--- config.mk ---
export PLATFORM = sky130hd
export DESIGN_NAME = toggle_storm
export DESIGN_NICKNAME = d
export VERILOG_FILES = /design/src/rtl/toggle_storm_pkg.sv /design/src/rtl/lfsr_pair_check.sv /design/src/rtl/toggle_storm.sv
export SDC_FILE = /design/constraint.sdc
export NUM_CORES = 2
export LEC_CHECK = 0
export CELL_PAD_IN_SITES_DETAIL_PLACEMENT = 1
export CELL_PAD_IN_SITES_GLOBAL_PLACEMENT = 1
export CORE_MARGIN = 4
export CORE_UTILIZATION = 49
export CTS_BUF_LIST = sky130_fd_sc_hd__clkbuf_2
export CTS_CLUSTER_SIZE = 16
export DETAILED_ROUTE_END_ITERATION = 6
export GPL_ROUTABILITY_DRIVEN = 1
export PLACE_DENSITY_LB_ADDON = 0.3
export SYNTH_ARGS = -nofsm -noshare
export SYNTH_HDL_FRONTEND = slang
export SYNTH_SLANG_ARGS = --single-unit
--- constraint.sdc ---
create_clock -name clk -period 63.5 [get_ports clk]
set_input_delay 19.05 -clock clk [delete_from_list [all_inputs] [get_ports clk]]
set_output_delay 19.05 -clock clk [all_outputs]
set_load 0.1 [all_outputs]
--- src/rtl/toggle_storm_pkg.sv ---
// Shared types and constants for the toggle_storm power-virus block:
// ramp FSM states, checker LFSR parameters and the lane ramp increment.
package toggle_storm_pkg;

  typedef enum logic [1:0] {
    IDLE      = 2'd0,
    RAMP_UP   = 2'd1,
    RUN       = 2'd2,
    RAMP_DOWN = 2'd3
  } ramp_state_e;

  localparam logic [31:0] LFSR_POLY = 32'h8020_0003;
  localparam logic [31:0] LFSR_SEED = 32'h0000_0001;
  localparam int          RAMP_INC  = 8;

  // Right-shifting Galois step: feedback taps applied when the bit shifted out is 1.
  function automatic logic [31:0] lfsr_next(input logic [31:0] s);
    return {1'b0, s[31:1]} ^ (s[0] ? LFSR_POLY : 32'h0);
  endfunction

endpackage

--- src/rtl/lfsr_pair_check.sv ---
// Integrity checker: two identically seeded LFSRs that must stay in lockstep;
// any divergence is reported one cycle later on a registered mismatch flag.
module lfsr_pair_check
  import toggle_storm_pkg::*;
#(
  parameter int IDX = 0
) (
  input  logic clk,
  input  logic arst,
  input  logic sclr,
  input  logic inject,
  output logic mismatch
);

  localparam logic [31:0] SEED = LFSR_SEED + 32'(IDX);

  logic [31:0] pri_q, pri_d;
  logic [31:0] sh_q, sh_d;
  logic        mm_q, mm_d;

  // A clear reseeds both copies and drops the pending flag; it overrides inject.
  always_comb begin
    pri_d = lfsr_next(pri_q);
    sh_d  = lfsr_next(sh_q) ^ {31'b0, inject};
    mm_d  = (pri_q != sh_q);
    if (sclr) begin
      pri_d = SEED;
      sh_d  = SEED;
      mm_d  = 1'b0;
    end
  end

  always_ff @(posedge clk or posedge arst) begin
    if (arst) begin
      pri_q <= SEED;
      sh_q  <= SEED;
      mm_q  <= 1'b0;
    end else begin
      pri_q <= pri_d;
      sh_q  <= sh_d;
      mm_q  <= mm_d;
    end
  end

  assign mismatch = mm_q;

endmodule

--- src/rtl/toggle_storm.sv ---
// Switching-activity generator: ramps a bank of toggling lane accumulators up
// and down under duty control, alongside free-running LFSR integrity checkers.
module toggle_storm
  import toggle_storm_pkg::*;
#(
  parameter int NUM_CHAN  = 64,
  parameter int ADD_BITS  = 6,
  parameter int DUTY_BITS = 4,
  parameter int RAMP_STEP = 16,
  parameter int CHECKERS  = 16
) (
  input  logic                      clk,
  input  logic                      arst,
  input  logic                      ena,
  input  logic [DUTY_BITS-1:0]      duty,
  input  logic                      sclr_err,
  input  logic                      inject_err,
  output logic                      dout,
  output logic [$clog2(NUM_CHAN):0] active_chans,
  output logic                      sticky_err,
  output logic [15:0]               err_count,
  output logic [5:0]                first_err_idx,
  output ramp_state_e               dbg_state
);

  localparam int AW = $clog2(NUM_CHAN) + 1;
  localparam int TW = (RAMP_STEP > 1) ? $clog2(RAMP_STEP) : 1;

  ramp_state_e   state_q, state_d;
  logic [AW-1:0] act_q, act_d;
  logic [TW-1:0] tmr_q, tmr_d;
  logic          step_done;

  assign step_done = (tmr_q == TW'(RAMP_STEP - 1));

  // The step timer is zeroed on every state change and on every completed step.
  always_comb begin
    state_d = state_q;
    act_d   = act_q;
    tmr_d   = '0;
    case (state_q)
      IDLE: if (ena) state_d = RAMP_UP;
      RAMP_UP: begin
        if (!ena) state_d = RAMP_DOWN;
        else if (act_q == AW'(NUM_CHAN)) state_d = RUN;
        else if (step_done) begin
          act_d = act_q + AW'(RAMP_INC);
          if (act_d == AW'(NUM_CHAN)) state_d = RUN;
        end else tmr_d = tmr_q + TW'(1);
      end
      RUN: if (!ena) state_d = RAMP_DOWN;
      RAMP_DOWN: begin
        if (ena) state_d = RAMP_UP;
        else if (act_q == '0) state_d = IDLE;
        else if (step_done) begin
          act_d = act_q - AW'(RAMP_INC);
          if (act_d == '0) state_d = IDLE;
        end else tmr_d = tmr_q + TW'(1);
      end
      default: state_d = IDLE;
    endcase
  end

  logic [DUTY_BITS-1:0] dcnt_q;
  logic                 burst_on;
  logic [NUM_CHAN-1:0]  en_q, en_d;
  logic [ADD_BITS-1:0]  acc_q [NUM_CHAN];
  logic [ADD_BITS-1:0]  acc_d [NUM_CHAN];
  logic [ADD_BITS-1:0]  acc_x;
  logic                 dout_q;

  assign burst_on = (dcnt_q < duty);

  always_comb begin
    acc_x = '0;
    for (int i = 0; i < NUM_CHAN; i++) begin
      en_d[i]  = (AW'(i) < act_q) && burst_on;
      acc_d[i] = en_q[i] ? ({acc_q[i][ADD_BITS-2:0], acc_q[i][ADD_BITS-1]} + ADD_BITS'(i + 1))
                         : acc_q[i];
      acc_x    = acc_x ^ acc_q[i];
    end
  end

  always_ff @(posedge clk or posedge arst) begin
    if (arst) begin
      state_q <= IDLE;
      act_q   <= '0;
      tmr_q   <= '0;
      dcnt_q  <= '0;
      en_q    <= '0;
      dout_q  <= 1'b0;
      for (int i = 0; i < NUM_CHAN; i++) acc_q[i] <= '0;
    end else begin
      state_q <= state_d;
      act_q   <= act_d;
      tmr_q   <= tmr_d;
      dcnt_q  <= dcnt_q + DUTY_BITS'(1);
      en_q    <= en_d;
      dout_q  <= ^acc_x;
      for (int i = 0; i < NUM_CHAN; i++) acc_q[i] <= acc_d[i];
    end
  end

  logic [CHECKERS-1:0] mm_vec;

  for (genvar c = 0; c < CHECKERS; c++) begin : g_chk
    lfsr_pair_check #(.IDX(c)) u_chk (
      .clk      (clk),
      .arst     (arst),
      .sclr     (sclr_err),
      .inject   ((c == 0) ? inject_err : 1'b0),
      .mismatch (mm_vec[c])
    );
  end

  logic        any_mm;
  logic [5:0]  low_idx;
  logic        sticky_q, sticky_d;
  logic [15:0] cnt_q, cnt_d;
  logic [5:0]  idx_q, idx_d;

  assign any_mm = |mm_vec;

  // A registered mismatch outranks a simultaneous clear.
  always_comb begin
    low_idx = '0;
    for (int c = CHECKERS - 1; c >= 0; c--) if (mm_vec[c]) low_idx = 6'(c);
    sticky_d = sticky_q;
    cnt_d    = cnt_q;
    idx_d    = idx_q;
    if (sclr_err) begin
      sticky_d = any_mm;
      cnt_d    = {15'b0, any_mm};
      idx_d    = any_mm ? low_idx : 6'd0;
    end else if (any_mm) begin
      sticky_d = 1'b1;
      if (cnt_q != 16'hFFFF) cnt_d = cnt_q + 16'd1;
      if (!sticky_q) idx_d = low_idx;
    end
  end

  always_ff @(posedge clk or posedge arst) begin
    if (arst) begin
      sticky_q <= 1'b0;
      cnt_q    <= '0;
      idx_q    <= '0;
    end else begin
      sticky_q <= sticky_d;
      cnt_q    <= cnt_d;
      idx_q    <= idx_d;
    end
  end

  assign dout          = dout_q;
  assign active_chans  = act_q;
  assign sticky_err    = sticky_q;
  assign err_count     = cnt_q;
  assign first_err_idx = idx_q;
  assign dbg_state     = state_q;

endmodule

Word-level counts from Yosys, hierarchy flattened:

Index checks and enable logic that the tools add are counted.

* $add $sub $neg: 68
* reduce and logical (&&, ||, !) cells: 76
* equal/unequal tests: 36
* muxes and demuxes: 129
* bitwise operators: 96
* $lt $le $gt $ge: 65

Operators by type and width (count)
* two-way mux 32 bit: 64
* XOR 31 x 32 -> 32 bit: 32
* inequality test 32 bit: 16
* XOR 6 bit: 63
* < comparator 6 x 7 -> 1 bit, first input constant: 32
* adder 6 bit, second input constant: 32
* two-way mux 6 bit: 19
* < comparator 5 x 7 -> 1 bit, first input constant: 16
* adder 6 x 5 -> 6 bit, second input constant: 16
* logical AND 1 bit: 64
* < comparator 4 x 7 -> 1 bit, first input constant: 8
* adder 6 x 4 -> 6 bit, second input constant: 8
* two-way mux 16 bit: 3
* two-way mux 7 bit: 6
* XOR 32 x 1 -> 32 bit: 1
* < comparator 3 x 7 -> 1 bit, first input constant: 4
* adder 6 x 3 -> 6 bit, second input constant: 4
* two-way mux 4 bit: 6
* two-way mux 2 bit: 10
* two-way mux 1 bit: 18
* inequality test 2 bit, second input constant: 9
* adder 16 x 1 -> 16 bit, second input constant: 1
* inequality test 16 bit, second input constant: 1
* inequality test 4 bit, second input constant: 4
* other kinds (23): 33

* logic and storage cells: 591
* register bits: 1529
* input port bits: 9
* output and inout port bits: 33

Longest topological paths before layout:

* word-level depth: 64
* mapped depth: 11
* mapped depth without buffers: 11

Cells and area by module:

A second synthesis with hierarchy kept.

* cells, all modules: 5261
* area total of the unflattened synthesis: 63405.8 um^2

Modules (own cells, without submodules)
* toggle_storm: sequential area each 10735.3 um^2, area an instance 23399.9 um^2, cells an instance 2237, instances 1
* lfsr_pair_check at g_chk[4].u_chk ...: sequential area each 1631.6 um^2, area an instance 2496.1 um^2, cells an instance 189, instances 4
* lfsr_pair_check at g_chk[15].u_chk ...: sequential area each 1629.1 um^2, area an instance 2498.6 um^2, cells an instance 189, instances 3
* lfsr_pair_check at g_chk[10].u_chk ...: sequential area each 1634.1 um^2, area an instance 2503.7 um^2, cells an instance 189, instances 2
* lfsr_pair_check at g_chk[14].u_chk: sequential area each 1636.6 um^2, area an instance 2517.4 um^2, cells an instance 189, instances 1
* lfsr_pair_check at g_chk[1].u_chk: sequential area each 1629.1 um^2, area an instance 2511.2 um^2, cells an instance 189, instances 1
* lfsr_pair_check at g_chk[11].u_chk: sequential area each 1631.6 um^2, area an instance 2502.4 um^2, cells an instance 189, instances 1
* lfsr_pair_check at g_chk[2].u_chk: sequential area each 1631.6 um^2, area an instance 2501.1 um^2, cells an instance 189, instances 1
* lfsr_pair_check at g_chk[13].u_chk: sequential area each 1634.1 um^2, area an instance 2499.9 um^2, cells an instance 189, instances 1
* lfsr_pair_check at g_chk[0].u_chk: sequential area each 1629.1 um^2, area an instance 2493.6 um^2, cells an instance 189, instances 1
* lfsr_pair_check at g_chk[12].u_chk: sequential area each 1634.1 um^2, area an instance 2492.4 um^2, cells an instance 189, instances 1

Worst setup path before layout:

Ideal clock, no wire load.

* path kind: input to register
* start point: input port sclr_err
* end point: register cnt_q[12], in the netlist err_count[12]
* cell stages on the path: 11
* buffers on the path: 2
* data required time: 63.426 ns
* slack: 42.707 ns
* setup time: 0.074 ns
* data arrival time: 20.720 ns
* path through: buf_2 clkinv_1 nand2_1 nor4_1 a21o_1 or2_2 buf_2 nor2_1 nand4_1 xor2_1 nor2_1

* cells in the longest elaborated chain, start to end: 2
* elaborated cells between the ends (all ways): 4
* classes of those cells: mux (1); reduce/logical (3)

Ends and longest elaborated chain
* from (decl): line toggle_storm.sv:16 `input logic sclr_err,`
* nonzero test 2 bit (no source line)
* AND reduction 2 bit (no source line)
* to (signal assigned): line toggle_storm.sv:149 `cnt_q <= cnt_d;`
* to (decl): line toggle_storm.sv:119 `logic [15:0] cnt_q, cnt_d;`

Parallel ways exist; a longest one is shown, timed or not.
A chain may end at the register's enable or synchronous reset.

Final worst setup path:

* start point: register act_q[5], in the netlist active_chans[5]
* end point: output port active_chans[5]

RTL lines
* from (decl): line toggle_storm.sv:30 `logic [AW-1:0] act_q, act_d;`
* from (signal assigned): line toggle_storm.sv:95 `act_q <= act_d;`
* to (decl): line toggle_storm.sv:19 `output logic [$clog2(NUM_CHAN):0] active_chans,`

No word-level cell between the ends.

==> impl_metrics.json <==
{
  "status": "complete, no violations",
  "ys_ff_latch": 1469,
  "power.share.switching": 0.393,
  "grt_pass1_wl_um": 217000,
  "drt-initial-drc-count": 1792,
  "io_pins": 42,
  "cap_violations": 0,
  "synthTopCellsByArea": "dfrtp_1, xnor2_1, nor2b_1",
  "track_usage": 0.201,
  "hold_viol": 0,
  "hold_ws_ns": 0.413,
  "multiInputGateArea_um2": 24400,
  "path_delay_family": "buffers and inverters",
  "grt-ovfl-total": 0,
  "ant_nets": 0,
  "syn_area_um2": 62700,
  "final_common_cell": "dfrtp_1",
  "cp.required_ns": 44.45,
  "ys.flop_type": "dfrtp_1",
  "p_leak_nw": 30.5,
  "min_to": "g_chk[6].u_chk.sh_q[18]$_DFF_PP0_",
  "layout.nets": 5551,
  "start_util": 0.496,
  "root_buffer": "clkbuf_2",
  "gp_congestion": 0.771,
  "rows": 130,
  "r2r_end": "err_count[10]$_DFFE_PP0P_",
  "clkPwrFrac": 0.173,
  "path_max_fanout": 12,
  "grt_pass1_vias": 41338,
  "setup_slack_ns": 41.12,
  "crit_type": "reg -> out",
  "wl_um": 130000,
  "yosysUniqueCellTypes": 54,
  "dr.pass1.iters": 4,
  "hp-start": "g_chk[6].u_chk.sh_q[19]$_DFF_PP0_",
  "power.switching_mw": 1.43,
  "regArea_um2": 36900,
  "syn_area_per_cell_um2": 11.9,
  "dieArea_um2": 134000,
  "whs_path_depth": 1,
  "final_cell_mix": "dfrtp_1, xnor2_1, nor2b_1",
  "pre_cts_slack_ns": 39.51,
  "hold_class": "reg -> reg",
  "area_growth_pct": 8.17,
  "grt_max_degree": 244,
  "antenna_found_initial": 2,
  "yosys_warnings": 0,
  "crit_arrival_ns": 3.33,
  "cp.buffers_inverters": 1,
  "fp.dieH_um": 366,
  "critPathLaunch": "active_chans[5]$_DFFE_PP0P_",
  "cts_setup_buffers": 0,
  "portBuffers": 36,
  "max_freq_mhz": 44.7,
  "via_per_inst": 5.00,
  "cpMaxStageDelayCell": "clkdlybuf4s50_1",
  "wire_per_inst_um": 17.6,
  "ir_worst_vdd_uv": 189,
  "tns_ns": 0,
  "drc": 0,
  "synth_largest_area_cell": "dfrtp_1",
  "seq_power_share": 0.359,
  "fin_crit_ns": 22.38,
  "fill_cells": 13390,
  "postSynthCellCount": 5248,
  "yosysSeqAreaShare": 0.588,
  "post_cts_resized": 0,
  "setup_violations": 0,
  "max_stage_delay_ns": 1.22,
  "synth_async_sr_flop_share": 1.00,
  "p_int_mw": 2.21,
  "clk_latency_ns": 1.61,
  "fin_skew_ns": 0.129,
  "crit_chain": "clkdlybuf4s50_1",
  "cts_hold_buffers": 0,
  "reg2reg_depth": 10,
  "r2r_slack_ns": 60.60,
  "drive_gt1_frac": 0.160,
  "tritoncts": "built",
  "timing.rr.start": "g_chk[0].u_chk.mismatch$_DFF_PP0_",
  "p_comb_frac": 0.468,
  "timing.final.crit_share": 0.352,
  "cp-start-kind": "flop",
  "p_per_area_nw_per_um2": 53.8,
  "tightest_slew_ns": 1.24,
  "cts_sinks": 1469,
  "slew_viol_final": 0,
  "maxSlewHeadroom": 0.175,
  "dp_hpwl_um": 84900,
  "numCtsBuffers": 388,
  "rsz0062_at_grt": "no",
  "end_kind": "output pin",
  "vias": 37023,
  "yosysTopAreaCellShare": 0.560,
  "clockBufferDepth": 4,
  "die_x_um": 366,
  "clk_pin_slew_ns": 0.11,
  "core_area_um2": 126000,
  "htreeDepth": 5,
  "synth-edff-count": 0
}
==> routing by layer <==
metal / wire length, um / vias up / part of all wire / global-route usage
met5: 0 / - / 0 / 0
li1: - / 17436 / - / -
met4: 2940 / 0 / 0.023 / 0.0689
met1: 59800 / 18907 / 0.46 / 0.267
met3: 3560 / 243 / 0.027 / 0.0376
met2: 64100 / 437 / 0.49 / 0.334
==> area by class of cell <==
type                            count  share of cell area
Sequential cell                  1469               0.544
Multi-Input combinational cell   3416               0.360
Clock buffer                      591              0.0436
Tap cell                         1650              0.0305
Timing Repair Buffer               68             0.00982
Inverter                          124             0.00698
Clock inverter                     79             0.00500
Antenna cell                        6            0.000222
==> state kept, by name, summed over array words and instances (netlist names) <==
name / count
g_chk.u_chk.sh_q: 512
tmr_q: 4
first_err_idx: 4
sticky_err: 1
active_chans: 4
acc_q: 384
err_count: 16
en_q: 9
dcnt_q: 4
g_chk.u_chk.pri_q: 512
g_chk.u_chk.mismatch: 16
dbg_state: 2
dout: 1
==> worst max-delay path by stage <==
stage / cells past startpoint / slack, ns / to
3_3_place_gp: 6 / 39.57 / g_chk[12].u_chk.pri_q[20]$_DFF_PP0_
2_1_floorplan: 1 / 3.13 / acc_q[0]$_DFFE_PP0P_
4_1_cts: 1 / 40.84 / active_chans[5]
3_5_place_dp: 6 / 39.51 / g_chk[7].u_chk.pri_q[21]$_DFF_PP0_
6_report: 1 / 41.12 / active_chans[5]
5_1_grt: 6 / 40.75 / g_chk[7].u_chk.pri_q[13]$_DFF_PP0_
==> metrics by stage <==
stage | total power [mW] | cell area (um^2) | cells | util
floorplan | 2.63 | 62700 | 5252 | -
global placement | 3.00 | 64500 | 6727 | 0.510
detailed placement | 3.06 | 64500 | 6727 | 0.510
CTS | 3.72 | 67800 | 7397 | 0.536
global route | 3.92 | 67800 | 7403 | 0.536
finish | 3.65 | 67800 | 7403 | 0.536
==> Yosys cell counts (2+ instances only) <==
| cell type | n |
|---|---|
| a21o_1 | 7 |
| xor2_1 | 110 |
| clkbuf_2 | 4 |
| a22o_1 | 2 |
| dfrtp_1 | 1403 |
| nor2_1 | 271 |
| o211ai_1 | 4 |
| o31ai_1 | 4 |
| o22ai_1 | 6 |
| ha_1 | 75 |
| inv_1 | 123 |
| buf_4 | 6 |
| nand3_1 | 35 |
| or2_2 | 36 |
| o21bai_1 | 3 |
| buf_1 | 35 |
| nor2b_1 | 899 |
| a22oi_1 | 4 |
| mux2_2 | 164 |
| nand2b_1 | 7 |
| nand2_1 | 113 |
| nor3_1 | 31 |
| and3_1 | 6 |
| or3_1 | 5 |
| buf_2 | 15 |
| o41ai_1 | 2 |
| a21boi_0 | 3 |
| a31oi_1 | 7 |
| dfstp_2 | 66 |
| o21ai_0 | 82 |
| a21oi_1 | 230 |
| clkbuf_1 | 183 |
| nor4_1 | 40 |
| mux2i_1 | 41 |
| xnor2_1 | 1070 |
| o21a_1 | 3 |
| nand4_1 | 136 |
==> cells by family (layout without fill, tap and decap cells) <==
| logic type | count (synthesis) | count (layout) | synth area share |
|---|---|---|---|
| AO/OA/AOI/OAI | 366 | 366 | 0.0314 |
| XOR/XNOR | 1180 | 1180 | 0.165 |
| adder cells (fa/ha/maj) | 75 | 75 | 0.0150 |
| buffers and inverters | 367 | 862 | 0.0227 |
| flip-flops | 1469 | 1469 | 0.588 |
| multiplexers | 205 | 205 | 0.0360 |
| other | 1 | 11 | 0.0000599 |
| AND/OR/NAND/NOR | 1585 | 1585 | 0.142 |
==> power by group through the flow <==
stage	Sequential, mW	Clock, mW	Combinational [mW]
2_1_floorplan	1.26	0	1.37
3_5_place_dp	1.33	0	1.73
6_report	1.31	0.633	1.71
5_1_grt	1.34	0.719	1.86
4_1_cts	1.31	0.666	1.74
3_3_place_gp	1.32	0	1.68
No activity file was read; power rests on OpenSTA's default activity.
